==> src/rtl/dispense_pkg.sv <==
// Shared defaults and helpers for the dispense item counters.
// Sizing helpers only; no logic, no latency, no flow control.
package dispense_pkg;

  localparam int CNT_W      = 4;
  localparam int TARGET1    = 3;
  localparam int TARGET2    = 3;
  localparam int DEB_CYCLES = 4;

  // Ceiling log2, minimum 1 bit, usable in constant expressions.
  function automatic int clog2(input int v);
    int r;
    r = 1;
    while ((1 << r) < v) r++;
    return r;
  endfunction

endpackage

==> src/rtl/sensor_channel.sv <==
// One sensor channel: 2-flop sync, debounce, rise detect, saturating counter with sticky overflow.
// Clean rise reaches cnt after 2 + DEB_CYCLES + 1 edges; no backpressure, edges while en=0 or clr=1 are dropped.
module sensor_channel #(
  parameter int CNT_W      = dispense_pkg::CNT_W,
  parameter int TARGET     = dispense_pkg::TARGET1,
  parameter int DEB_CYCLES = dispense_pkg::DEB_CYCLES
) (
  input  logic             CLK,
  input  logic             RST,
  input  logic             en,
  input  logic             clr,
  input  logic             sens,
  output logic [CNT_W-1:0] cnt,
  output logic             at_target,
  output logic             ovf
);

  localparam int               SW        = dispense_pkg::clog2(DEB_CYCLES + 1);
  localparam logic [SW-1:0]    STAB_LAST = SW'(DEB_CYCLES - 1);
  localparam logic [CNT_W-1:0] TGT       = CNT_W'(TARGET);

  logic          s_meta;
  logic          s;
  logic          deb;
  logic          deb_d;
  logic          rise;
  logic [SW-1:0] stab;

  always_ff @(posedge CLK or negedge RST) begin
    if (!RST) begin
      s_meta <= 1'b0;
      s      <= 1'b0;
    end else begin
      s_meta <= sens;
      s      <= s_meta;
    end
  end

  // deb only follows s after DEB_CYCLES consecutive disagreeing samples
  always_ff @(posedge CLK or negedge RST) begin
    if (!RST) begin
      deb   <= 1'b0;
      deb_d <= 1'b0;
      stab  <= '0;
    end else begin
      deb_d <= deb;
      if (s == deb) begin
        stab <= '0;
      end else if (stab == STAB_LAST) begin
        deb  <= s;
        stab <= '0;
      end else begin
        stab <= stab + SW'(1);
      end
    end
  end

  assign rise = deb & ~deb_d;

  always_ff @(posedge CLK or negedge RST) begin
    if (!RST) begin
      cnt <= '0;
      ovf <= 1'b0;
    end else if (clr) begin
      cnt <= '0;
      ovf <= 1'b0;
    end else if (en && rise) begin
      if (cnt == TGT) ovf <= 1'b1;
      else            cnt <= cnt + CNT_W'(1);
    end
  end

  // decode of a flopped count against a constant: glitch-free level
  assign at_target = (cnt == TGT);

endmodule

==> src/rtl/dispense_counter.sv <==
// Two independent sensor channels producing the COUNT1/COUNT2 level flags for the dispenser-check FSM.
// Sensor rise to CNT is 2 + DEB_CYCLES + 1 edges; no backpressure, CLR rearms both channels.
module dispense_counter #(
  parameter int CNT_W      = dispense_pkg::CNT_W,
  parameter int TARGET1    = dispense_pkg::TARGET1,
  parameter int TARGET2    = dispense_pkg::TARGET2,
  parameter int DEB_CYCLES = dispense_pkg::DEB_CYCLES
) (
  input  logic             CLK,
  input  logic             RST,
  input  logic             EN,
  input  logic             CLR,
  input  logic             SENS1,
  input  logic             SENS2,
  output logic             COUNT1,
  output logic             COUNT2,
  output logic [CNT_W-1:0] CNT1,
  output logic [CNT_W-1:0] CNT2,
  output logic             OVF1,
  output logic             OVF2
);

  sensor_channel #(
    .CNT_W      (CNT_W),
    .TARGET     (TARGET1),
    .DEB_CYCLES (DEB_CYCLES)
  ) u_ch1 (
    .CLK       (CLK),
    .RST       (RST),
    .en        (EN),
    .clr       (CLR),
    .sens      (SENS1),
    .cnt       (CNT1),
    .at_target (COUNT1),
    .ovf       (OVF1)
  );

  sensor_channel #(
    .CNT_W      (CNT_W),
    .TARGET     (TARGET2),
    .DEB_CYCLES (DEB_CYCLES)
  ) u_ch2 (
    .CLK       (CLK),
    .RST       (RST),
    .en        (EN),
    .clr       (CLR),
    .sens      (SENS2),
    .cnt       (CNT2),
    .at_target (COUNT2),
    .ovf       (OVF2)
  );

endmodule

==> config.mk <==
export PLATFORM = sky130hd
export DESIGN_NAME = dispense_counter
export DESIGN_NICKNAME = d
export VERILOG_FILES = /design/src/rtl/dispense_pkg.sv /design/src/rtl/sensor_channel.sv /design/src/rtl/dispense_counter.sv
export SDC_FILE = /design/constraint.sdc
export NUM_CORES = 1
export LEC_CHECK = 0
export ABC_AREA = 1
export ABC_CLOCK_PERIOD_IN_PS = 1500
export CAP_MARGIN = 10
export CORE_MARGIN = 4
export CORE_UTILIZATION = 47
export CTS_CLUSTER_DIAMETER = 200
export CTS_CLUSTER_SIZE = 25
export DETAILED_ROUTE_END_ITERATION = 7
export PLACE_DENSITY_LB_ADDON = 0.3
export SYNTH_ARGS = -nofsm -noshare
export SYNTH_HDL_FRONTEND = slang
export SYNTH_HIERARCHICAL = 1
export SYNTH_SLANG_ARGS = --single-unit
export TNS_END_PERCENT = 5
==> constraint.sdc <==
create_clock -name CLK -period 1.5 [get_ports CLK]
set_input_delay 0.15 -clock CLK [delete_from_list [all_inputs] [get_ports CLK]]
set_output_delay 0.15 -clock CLK [all_outputs]
set_load 0.02 [all_outputs]
# --- After elaboration in Yosys (flattened, before gate mapping) ---
# Index checks and enable logic that the tools add are counted.
word_totals:
  regBits: 24
  in_bits: 6
op_classes:
  add_sub_neg: 4
  n_eq_ne: 8
  mux: 16
  bitwise_logic: 6
  reduce_logical: 12
op_table:
  columns: ["cell", "n"]
  rows:
  - ["two-way mux 4 bit", 6]
  - ["two-way mux 3 bit", 4]
  - ["AND reduction 2 bit", 6]
  - ["adder 4 x 1 -> 4 bit, second input constant", 2]
  - ["== test 4 x 2 -> 1 bit, second input constant", 2]
  - ["nonzero test 2 bit", 4]
  - ["adder 3 x 1 -> 3 bit, second input constant", 2]
  - ["== test 3 x 2 -> 1 bit, second input constant", 2]
  - ["two-way mux 1 bit", 6]
  - ["!= test 2 bit, second input constant", 2]
  - ["inverter 1 bit", 4]
  - ["bitwise AND 1 bit", 2]
  - ["== test 1 bit", 2]
  - ["logical AND 1 bit", 2]

# --- Logic depth before layout (Yosys ltp) ---
depth:
  word_depth: 5
  mapped_depth: 6
  ltp_nobuf: 6

# --- Cells and area by module ---
# The synthesis kept the hierarchy.
modules_own_cells:
  columns: ["mod", "instances", "cells_per_inst", "area_each_um2", "seq_area_each_um2"]
  rows:
  - ["sensor_channel (u_ch2)", 1, 54, 531.8, 300.3]
  - ["sensor_channel (u_ch1)", 1, 52, 518.0, 300.3]

# --- Worst setup path after synthesis ---
# No wires, ideal clock.
synth_timing:
  path_type: "register to register"
  startpoint: "register u_ch1.cnt[0]"
  endpoint: "register u_ch1.ovf"
  setup_ps: 118
  arrival_time_ps: 1106
  t_required_ps: 1382
  path_slack_ps: 276
  path_stages_with_launch: 6
  path_buffers: 0
  cell_sequence: "dfrtp_1 ha_1 nand2_1 inv_1 a21oi_1 nor2_1"
synth_via:
  elab_chain_len: 3
synth_rtl:
  columns: ["element", "line_no", "source"]
  rows:
  - ["start: declaration", "sensor_channel.sv:13", "output logic [CNT_W-1:0] cnt,"]
  - ["start signal: assignment", "sensor_channel.sv:69", "else cnt <= cnt + CNT_W'(1);"]
  - ["== test 4 x 2 -> 1 bit", null, null]
  - ["via COUNT1", "dispense_counter.sv:15", "output logic COUNT1,"]
  - ["nonzero test 2 bit (no source line)", null, null]
  - ["AND reduction 2 bit (no source line)", null, null]
  - ["end signal: assignment", "sensor_channel.sv:63", "ovf <= 1'b0;"]
  - ["end signal: assignment", "sensor_channel.sv:66", "ovf <= 1'b0;"]
  - ["end signal: assignment", "sensor_channel.sv:68", "if (cnt == TGT) ovf <= 1'b1;"]
  - ["end: declaration", "sensor_channel.sv:15", "output logic ovf"]
# The timed path passes the listed nets, and every way through them passes these cells.
# A chain may end at the register's enable or synchronous reset.

# --- Worst setup path in the final report ---
layout_timing:
  startpoint: "register u_ch1.ovf"
  endpoint: "output OVF1"
layout_lines:
  columns: ["element", "line_no", "source"]
  rows:
  - ["end: declaration", "dispense_counter.sv:19", "output logic OVF1,"]
# No word-level cell between the ends.

==> flow_metrics.py <==
metrics = {
    "critical_path": {
        "worst_setup_path_end_kind": "output port",
        "regToRegSetupSlack_ps": 330,
        "critical_path_buf_inv_count": 1,
        "r2r_start": "u_ch1/stab[0]$_DFF_PN0_",
        "critPathLaunch": "u_ch1/ovf$_DFFE_PN0P_",
        "endpoint": "OVF1",
        "rr_worst_depth": 3,
        "cp_slowest_cell": "clkdlybuf4s50_1",
        "crit_family": "buffers and inverters",
        "crit_chain": "clkdlybuf4s50_1",
        "crit_path_start_kind": "flip-flop",
        "max_stage_delay_ps": 600,
        "worstPathRequired_ps": 1350,
        "arrival_ps": 1280,
        "crit_fanout": 2,
        "reg2reg_to": "u_ch1/deb$_DFFE_PN0P_",
        "critPathKind": "flip-flop to output port",
        "crit_cells": 1,
    },
    "worst_hold_path": {
        "hold_path.class": "primary input to asynchronous set/reset pin",
    },
    "timing": {
        "final-setup-viol-count": 0,
        "final_hold_viol_count": 0,
        "final.min_clock_period_ps": 1430,
        "worst_pin_slew_ps": 285,
        "fin_worst_skew_ps": 6.21,
        "period_share_pct": 95.2,
        "setup_tns_ps": 0,
        "max_freq_mhz": 700,
        "drv_slew": 0,
        "rsz0062_at_grt": "no",
        "slew_headroom_pct": 80.8,
    },
    "global_routing": {
        "grt_pass1_vias": 791,
        "antenna_found_initial": 0,
        "grt_use_total_pct": 13.5,
        "grt_max_degree": 25,
        "grt_pass1_wl_um": 3320,
        "overflow": 0,
    },
    "placed_design": {
        "port-buffer-count": 17,
        "dp.cells": 159,
        "place_congestion": 0.798,
        "hpwl_um": 1420,
    },
    "clock_tree": {
        "clock_path_buffers": 2,
        "ctsHoldBuffers": 0,
        "cts_tree": "built",
        "clkTransAtPathRegs_ps": 130,
        "cts_htree_levels": 1,
        "clockRootBuffer": "clkbuf_4",
        "cts_inserted_buffers": 3,
        "clkSinkCount": 24,
        "post_cts.repair.setup_buffers": 0,
        "clk-insertion-delay-late_ps": 310,
    },
    "floorplan": {
        "initial_core_util_pct": 51.4,
        "ios": 18,
        "dieHeight_um": 55.3,
        "dieArea_mm2": 0.00305,
        "num_rows": 16,
        "coreArea_mm2": 0.00204,
        "die_w_um": 55.3,
    },
    "layout": {
        "utilization_pct": 65.7,
        "nets": 147,
        "regArea_um2": 601,
        "antenna_cells": 0,
        "final_cell_mix": "dfrtp_1, nand2_1, nand3_1",
        "fillers": 174,
        "drive_gt1_share_pct": 22.1,
        "final_cells": 163,
        "multi_input_area_um2": 413,
        "area_growth_pct": 27.9,
        "final_common_cell": "dfrtp_1",
    },
    "synthesis": {
        "syn-num-nets": 116,
        "netlist.area_leader.share_pct": 57.2,
        "ys_seq_area_share_pct": 57.2,
        "netlist_instances": 106,
        "synth.largest_area_cell": "dfrtp_1",
        "synth_cell_types": 21,
        "synth_area_mm2": 0.00105,
        "syn_area_per_cell_um2": 9.90,
        "synth_seq_cells": 24,
        "synth_area_leaders": "dfrtp_1, nand2_1, ha_1",
        "yosys_warnings": 6,
    },
    "detailed_routing": {
        "first_pass_iters": 4,
        "routed_via_density": 4.99,
        "route.detailed.drc": 0,
        "wl_um": 1850,
        "drt-initial-drc-count": 4,
        "ant_nets": 0,
        "post_drt_wl_per_cell_um": 11.4,
        "vias": 814,
    },
    "status": {
        "status": "completed",
    },
    "pwr": {
        "power_density_mw_per_mm2": 1170,
        "peakVddDrop_mv": 0.824,
        "p_leak_nw": 0.714,
    },
    "flow_run": {
        "maxCapViolCount": 0,
    },
}
## logic make-up (layout without fill, tap and decap cells)
group / count (synthesis) / count (layout) / synth area share [%]
adder cells (fa/ha/maj): 4 / 4 / 4.77
AND/OR/NAND/NOR: 58 / 58 / 27.4
multiplexers: 1 / 1 / 1.07
flip-flops: 24 / 24 / 57.2
XOR/XNOR: 3 / 3 / 2.50
buffers and inverters: 11 / 41 / 3.93
AO/OA/AOI/OAI: 5 / 5 / 3.10
## per-layer routing
layer	up-vias	global-route usage [%]	wire (um)	part of all wire, %
met2	13	23.0	944	51
li1	404	-	-	-
met3	2	2.80	72	3.9
met1	395	16.2	819	44
met5	-	0	0	0
met4	0	6.25	14	0.76
## where the power goes
group          internal [mW]  total [mW]  switching, mW
registers              0.761       0.857         0.0960
logic                  0.174       0.389          0.215
clock network          0.148       0.330          0.182
total                   1.08        1.58          0.492
## layout make-up
cell class / instances / share of cell area [%]
Sequential cell: 24 / 44.7
Multi-Input combinational cell: 71 / 30.8
Timing Repair Buffer: 26 / 16.2
Inverter: 11 / 3.08
Clock buffer: 4 / 2.70
Tap cell: 27 / 2.52
## state kept, by name (all words and copies together), names as in the netlist
name,count
u_ch2/deb,1
u_ch1/s,1
u_ch2/deb_d,1
u_ch2/stab,3
u_ch1/deb_d,1
u_ch1/cnt,4
u_ch1/ovf,1
u_ch2/ovf,1
u_ch2/s_meta,1
u_ch1/s_meta,1
u_ch2/s,1
u_ch1/stab,3
u_ch1/deb,1
u_ch2/cnt,4
## Yosys cell counts
master and n:
a21oi_2 1, o21ai_1 1, ha_1 4, nor3b_1 2, nor2_1 9, nand2_1 22, inv_1 9, nand2_2 6
nor3_1 2, nand3_1 10, xor2_1 1, nor2_2 1, dfrtp_1 24, mux2_2 1, nand4_1 4, a21oi_1 2
nor2_8 1, nand3b_1 1, xnor2_1 2, inv_2 2, o21ai_2 1
## worst register-to-register path, cell delays in order (launching register included)
cell,delay (ps)
dfrtp_1,400
ha_1,210
nand2_1,110
mux2_2,340
## worst min path at each step
stage	start	endpoint	slack (ps)
global route	RST	u_ch1/cnt[3]$_DFFE_PN0P_	200
global placement	u_ch1/s_meta$_DFF_PN0_	u_ch1/s$_DFF_PN0_	330
detailed placement	u_ch2/s_meta$_DFF_PN0_	u_ch2/s$_DFF_PN0_	340
floorplan	RST	u_ch1/cnt[0]$_DFFE_PN0P_	-150
finish	RST	u_ch2/s$_DFF_PN0_	180
CTS	RST	u_ch1/cnt[1]$_DFFE_PN0P_	180
## stage by stage
stage,instance area [um^2],power [mW],hold WS (ps),worst slack (ps)
finish,1340,1.58,181,71.3
global route,1340,1.70,199,11.2
CTS,1350,1.60,181,6.77
detailed placement,1320,1.26,341,60.9
global placement,1320,1.24,334,91.8
floorplan,1050,1.12,-146,276
## what timing repair did
item                                    4_1_cts  5_1_grt
pin swaps                                     0        0
resized for setup                            15        3
endpoints found under the setup margin       10        2
(Power assumes the default switching activity.)
